$ cat src/rtl/serial_cla_adder_pkg.sv
// Shared definitions for the serial carry-lookahead adder.
// Slice width, FSM state encodings and the default operand width.
package serial_cla_adder_pkg;

    localparam int SLICE_W   = 4;
    localparam int DEF_WIDTH = 32;

    typedef enum logic [1:0] {
        ST_IDLE = 2'd0,
        ST_RUN  = 2'd1,
        ST_DONE = 2'd2
    } state_t;

endpackage

$ cat src/rtl/serial_cla_adder_slice.sv
// Combinational 4-bit carry-lookahead slice.
// c_o[3] is the slice carry-out; c_o[i] is the carry out of bit i.
module cla_slice4
    import serial_cla_adder_pkg::*;
(
    input  logic [SLICE_W-1:0] a_i,
    input  logic [SLICE_W-1:0] b_i,
    input  logic               c0_i,
    output logic [SLICE_W-1:0] s_o,
    output logic [SLICE_W-1:0] c_o,
    output logic [SLICE_W-1:0] p_o,
    output logic [SLICE_W-1:0] g_o
);

    logic [SLICE_W-1:0] p;
    logic [SLICE_W-1:0] g;

    assign p = a_i ^ b_i;
    assign g = a_i & b_i;

    // Flattened lookahead carries: every carry depends only on p, g and c0.
    always_comb begin
        c_o[0] = g[0] | (p[0] & c0_i);
        c_o[1] = g[1] | (p[1] & g[0]) | (p[1] & p[0] & c0_i);
        c_o[2] = g[2] | (p[2] & g[1]) | (p[2] & p[1] & g[0])
               | (p[2] & p[1] & p[0] & c0_i);
        c_o[3] = g[3] | (p[3] & g[2]) | (p[3] & p[2] & g[1])
               | (p[3] & p[2] & p[1] & g[0])
               | (p[3] & p[2] & p[1] & p[0] & c0_i);
    end

    assign s_o = p ^ {c_o[2:0], c0_i};
    assign p_o = p;
    assign g_o = g;

endmodule

$ cat src/rtl/serial_cla_adder.sv
// Multi-cycle WIDTH-bit adder built around one 4-bit CLA slice.
// Optional subtract mode: define SERIAL_ADDER_SUB_EN to add the 'sub' port.
module serial_cla_adder
    import serial_cla_adder_pkg::*;
#(
    parameter int WIDTH = DEF_WIDTH
) (
    input  logic             clk,
    input  logic             reset,
    input  logic             start,
    input  logic [WIDTH-1:0] a,
    input  logic [WIDTH-1:0] b,
    input  logic             cin,
`ifdef SERIAL_ADDER_SUB_EN
    input  logic             sub,
`endif
    output logic             busy,
    output logic             done,
    output logic [WIDTH-1:0] sum,
    output logic             cout,
    output logic             overflow
);

    localparam int N  = WIDTH / SLICE_W;
    localparam int IW = $clog2(N);

    if ((WIDTH % SLICE_W) != 0 || WIDTH < 8) begin : g_bad_width
        $error("serial_cla_adder: WIDTH must be a multiple of 4 and >= 8");
    end

    state_t           state_q, state_d;
    logic [IW-1:0]    idx_q, idx_d;
    logic [WIDTH-1:0] a_q, a_d;
    logic [WIDTH-1:0] b_q, b_d;
    logic             carry_q, carry_d;
    logic [WIDTH-1:0] sum_q, sum_d;
    logic             cout_q, cout_d;
    logic             ovf_q, ovf_d;

    logic [WIDTH-1:0]   b_eff;
    logic               cin_eff;
    logic [SLICE_W-1:0] sl_a, sl_b, sl_s, sl_c, sl_p, sl_g;
    logic               unused_sl;

`ifdef SERIAL_ADDER_SUB_EN
    // Subtract as a + ~b + 1, folded in when the operands are latched.
    assign b_eff   = sub ? ~b : b;
    assign cin_eff = sub ? 1'b1 : cin;
`else
    assign b_eff   = b;
    assign cin_eff = cin;
`endif

    assign sl_a = a_q[idx_q*SLICE_W +: SLICE_W];
    assign sl_b = b_q[idx_q*SLICE_W +: SLICE_W];

    cla_slice4 u_slice (
        .a_i  (sl_a),
        .b_i  (sl_b),
        .c0_i (carry_q),
        .s_o  (sl_s),
        .c_o  (sl_c),
        .p_o  (sl_p),
        .g_o  (sl_g)
    );

    assign unused_sl = ^{sl_c[1:0], sl_p, sl_g};

    // Next-state: accept in IDLE/DONE, process one slice per RUN cycle.
    always_comb begin
        state_d = state_q;
        idx_d   = idx_q;
        a_d     = a_q;
        b_d     = b_q;
        carry_d = carry_q;
        sum_d   = sum_q;
        cout_d  = cout_q;
        ovf_d   = ovf_q;
        case (state_q)
            ST_IDLE, ST_DONE: begin
                if (start) begin
                    state_d = ST_RUN;
                    a_d     = a;
                    b_d     = b_eff;
                    carry_d = cin_eff;
                    idx_d   = '0;
                    sum_d   = '0;
                end else begin
                    state_d = ST_IDLE;
                end
            end
            ST_RUN: begin
                sum_d[idx_q*SLICE_W +: SLICE_W] = sl_s;
                carry_d = sl_c[3];
                idx_d   = idx_q + 1'b1;
                if (idx_q == IW'(N - 1)) begin
                    state_d = ST_DONE;
                    idx_d   = '0;
                    cout_d  = sl_c[3];
                    ovf_d   = sl_c[2] ^ sl_c[3];
                end
            end
            default: state_d = ST_IDLE;
        endcase
    end

    // State and datapath registers with synchronous reset.
    always_ff @(posedge clk) begin
        if (reset) begin
            state_q <= ST_IDLE;
            idx_q   <= '0;
            a_q     <= '0;
            b_q     <= '0;
            carry_q <= 1'b0;
            sum_q   <= '0;
            cout_q  <= 1'b0;
            ovf_q   <= 1'b0;
        end else begin
            state_q <= state_d;
            idx_q   <= idx_d;
            a_q     <= a_d;
            b_q     <= b_d;
            carry_q <= carry_d;
            sum_q   <= sum_d;
            cout_q  <= cout_d;
            ovf_q   <= ovf_d;
        end
    end

    assign busy     = (state_q == ST_RUN);
    assign done     = (state_q == ST_DONE);
    assign sum      = sum_q;
    assign cout     = cout_q;
    assign overflow = ovf_q;

endmodule

$ cat config.mk
export PLATFORM = sky130hd
export DESIGN_NAME = serial_cla_adder
export DESIGN_NICKNAME = d
export VERILOG_FILES = /design/src/rtl/serial_cla_adder_pkg.sv /design/src/rtl/serial_cla_adder_slice.sv /design/src/rtl/serial_cla_adder.sv
export SDC_FILE = /design/constraint.sdc
export NUM_CORES = 1
export LEC_CHECK = 0
export ABC_AREA = 1
export CORE_ASPECT_RATIO = 0.75
export CORE_UTILIZATION = 46
export CTS_CLUSTER_SIZE = 12
export DETAILED_ROUTE_END_ITERATION = 10
export PLACE_DENSITY = 0.77
export SYNTH_ARGS = -nofsm -noshare
export SYNTH_HDL_FRONTEND = slang
export SYNTH_SLANG_ARGS = --single-unit
$ cat constraint.sdc
create_clock -name clk -period 2.02 [get_ports clk]
set_input_delay 0.404 -clock clk [delete_from_list [all_inputs] [get_ports clk]]
set_output_delay 0.404 -clock clk [all_outputs]
set_load 0.02 [all_outputs]
==> reports/qor.yml <==
maxSlewViolCount: 0
start_util: 0.483
dpl.hpwl_um: 9550
worstSetupEndpointType: "flop"
cts_hold_buffers: 0
power_density_nw_per_um2: 815
leakagePower_nw: 2.63
syn_nets: 733
netlist_area_sq_um: 4740
fp-row-count: 31
holdCritPathClass: "flop to flop"
maxClockFrequency_mhz: 412
antenna_found_initial: 0
wl_per_cell_um: 16.7
synth_cells: 652
cts_buffers: 9
r2r_slack_ns: -0.41
firstDrtPassIters: 5
rsz0062_at_grt: "true"
drive_gt1_frac: 0.199
avgSynthCellArea_sq_um: 7.26
fillers: 708
vias: 5049
fin_crit_sh: 1.20
detail-route-antenna-nets: 0
final_common_cell: "nor2_1"
instances_no_fill: 912
dp.cells: 880
wl_um: 15200
fp.dieH_um: 89.9
start_kind: "flop"
tightest_slew_ns: 0.349
grt_max_degree: 52
cts_root_buffer: "clkbuf_16"
fp.coreArea_sq_um: 9810
r2r_end: "sum[20]$_SDFFE_PP0P_"
rr_worst_depth: 11
overflow: 0
hp-start: "sum[11]$_SDFFE_PP0P_"
skew_ns: 0.00764
clock_path_buffers: 2
gp_congestion: 0.902
finish.instance_area_sq_um: 6890
outcome: "complete, but fails checks"
htreeDepth: 3
ir_drop_mv: 0.486
synth.yosys.seq_area_share: 0.440
path_class: "flop to flop"
grt_pass1_wl_um: 23000
slew_headroom: 0.767
n_antenna_cell: 0
timing.rr.start: "idx_q[0]$_SDFFE_PP0P_"
syn_to_final_growth_pct: 45.5
setup_viol: 35
cts_tree: "yes"
num_io_pins: 104
port_buffers: 103
final.min_clock_period_ns: 2.43
synth_warnings: 0
drtIter0Drc: 454
grt_pass1_vias: 4678
violations: "negative setup slack"
die_area_sq_um: 10700
vias_per_cell: 5.54
hold_path_end: "sum[11]$_SDFFE_PP0P_"
fin_nets: 856
placed_area_sq_um: 6030
clk_pin_slew_ns: 0.07
multi_input_area_sq_um: 2710
max_cap_violations: 0
setup_ws_ns: -0.409
path_max_fanout: 7
cts_sinks: 104
whs_path_depth: 2
critical_path_arrival_ns: 2.69
seqCellArea_sq_um: 2090
final_cell_mix: "160 x nor2_1, 103 x clkdlybuf4s50_1, 102 x dfxtp_1"
synth_cell_types: 30
track_usage: 0.269
hold_viol_final: 0
insertion_delay_ns: 0.35
required_ns: 2.28
ys_seq_elements: 104
drc: 0
die_x_um: 119
## power breakdown
part           internal [mW]  total, mW  switching [mW]
Clock                   1.01       1.82           0.813
Sequential              2.17       2.26          0.0861
Combinational          0.707       1.54           0.829
## synth_stat cells, drive strengths merged
library cell	instances	area, sq um
ha	12	150
clkbuf	21	78.8
fa	1	20.0
clkinv	1	8.76
xor2	1	8.76
nor2	189	792
dfxtp	104	2080
buf	17	115
a31oi	1	6.26
nor3	1	16.3
nand2	105	428
inv	18	72.6
o21a	1	7.51
or2	1	6.26
nand4	9	56.3
a21oi	37	189
o22ai	16	100
o21ai	97	485
nand3	20	113
## worst max path at each step
stage / start / end / slack [ns]
2_1_floorplan: idx_q[0]$_SDFFE_PP0P_ / sum[15]$_SDFFE_PP0P_ / 0.0002
5_1_grt: idx_q[0]$_SDFFE_PP0P_ / sum[20]$_SDFFE_PP0P_ / -0.47
6_report: idx_q[0]$_SDFFE_PP0P_ / sum[20]$_SDFFE_PP0P_ / -0.41
3_5_place_dp: idx_q[0]$_SDFFE_PP0P_ / sum[5]$_SDFFE_PP0P_ / -0.25
4_1_cts: idx_q[0]$_SDFFE_PP0P_ / sum[23]$_SDFFE_PP0P_ / -0.17
3_3_place_gp: idx_q[0]$_SDFFE_PP0P_ / sum[5]$_SDFFE_PP0P_ / -0.14
## worst max-delay path, stage by stage, from the launching register on
cell,delay (ns)
dfxtp_4,0.38
buf_8,0.15
buf_8,0.14
nor2_4,0.10
o22ai_2,0.08
nand2_1,0.09
nand2_2,0.12
fa_2,0.70
nand2_4,0.11
nor2_4,0.15
nand2_1,0.08
a21oi_1,0.23
## routing by layer
layer | track usage | up-vias | routed length (um)
met1 | 0.356 | 2293 | 6320
met3 | 0.0571 | 80 | 1470
met4 | 0.0939 | 0 | 637
met2 | 0.434 | 292 | 6820
li1 | - | 2384 | -
met5 | 0 | - | 0
## registers in the layout (all words and copies together) (netlist names)
signal / flops
b_q: 32
carry_q: 1
cout: 1
sum: 32
state_q: 2
a_q: 32
idx_q: 3
overflow: 1
## final cells by class
type | instances | area share
clock buffers | 10 | 0.0347
flip-flops and latches | 104 | 0.303
well taps | 132 | 0.0240
inverters | 19 | 0.0129
clock inverters | 6 | 0.0105
multi-input cells | 491 | 0.394
repair buffers | 150 | 0.221
## kinds of logic after synthesis
family,Yosys count,synth area share
AOI/OAI and AO/OA,152,0.166
xor gates and xnor gates,1,0.00185
adders and majority gates,13,0.0359
buffers and inverters,57,0.0581
DFF,104,0.440
and+or+nand+nor,325,0.298
## through the flow
| stage | power (mW) | TNS [ns] | utilization | setup slack [ns] | hold slack [ns] |
|---|---|---|---|---|---|
| finish | 5.61 | -7.23 | 0.702 | -0.409 | 0.467 |
| global route | 5.81 | -9.59 | 0.702 | -0.473 | 0.481 |
| global placement | 3.31 | -1.90 | 0.615 | -0.139 | 0.451 |
| floorplan | 2.93 | 0 | - | 0.000169 | 0.450 |
| CTS | 5.34 | -2.63 | 0.677 | -0.168 | 0.470 |
| detailed placement | 3.34 | -4.21 | 0.615 | -0.248 | 0.460 |
## what timing repair did
item,in CTS,in global routing
endpoints found under the setup margin,34,35
pin swaps,43,17
gates cloned,0,1
setup buffers,8,7
gates resized for setup,64,39
Note: power is estimated with default switching activity, not from simulation.
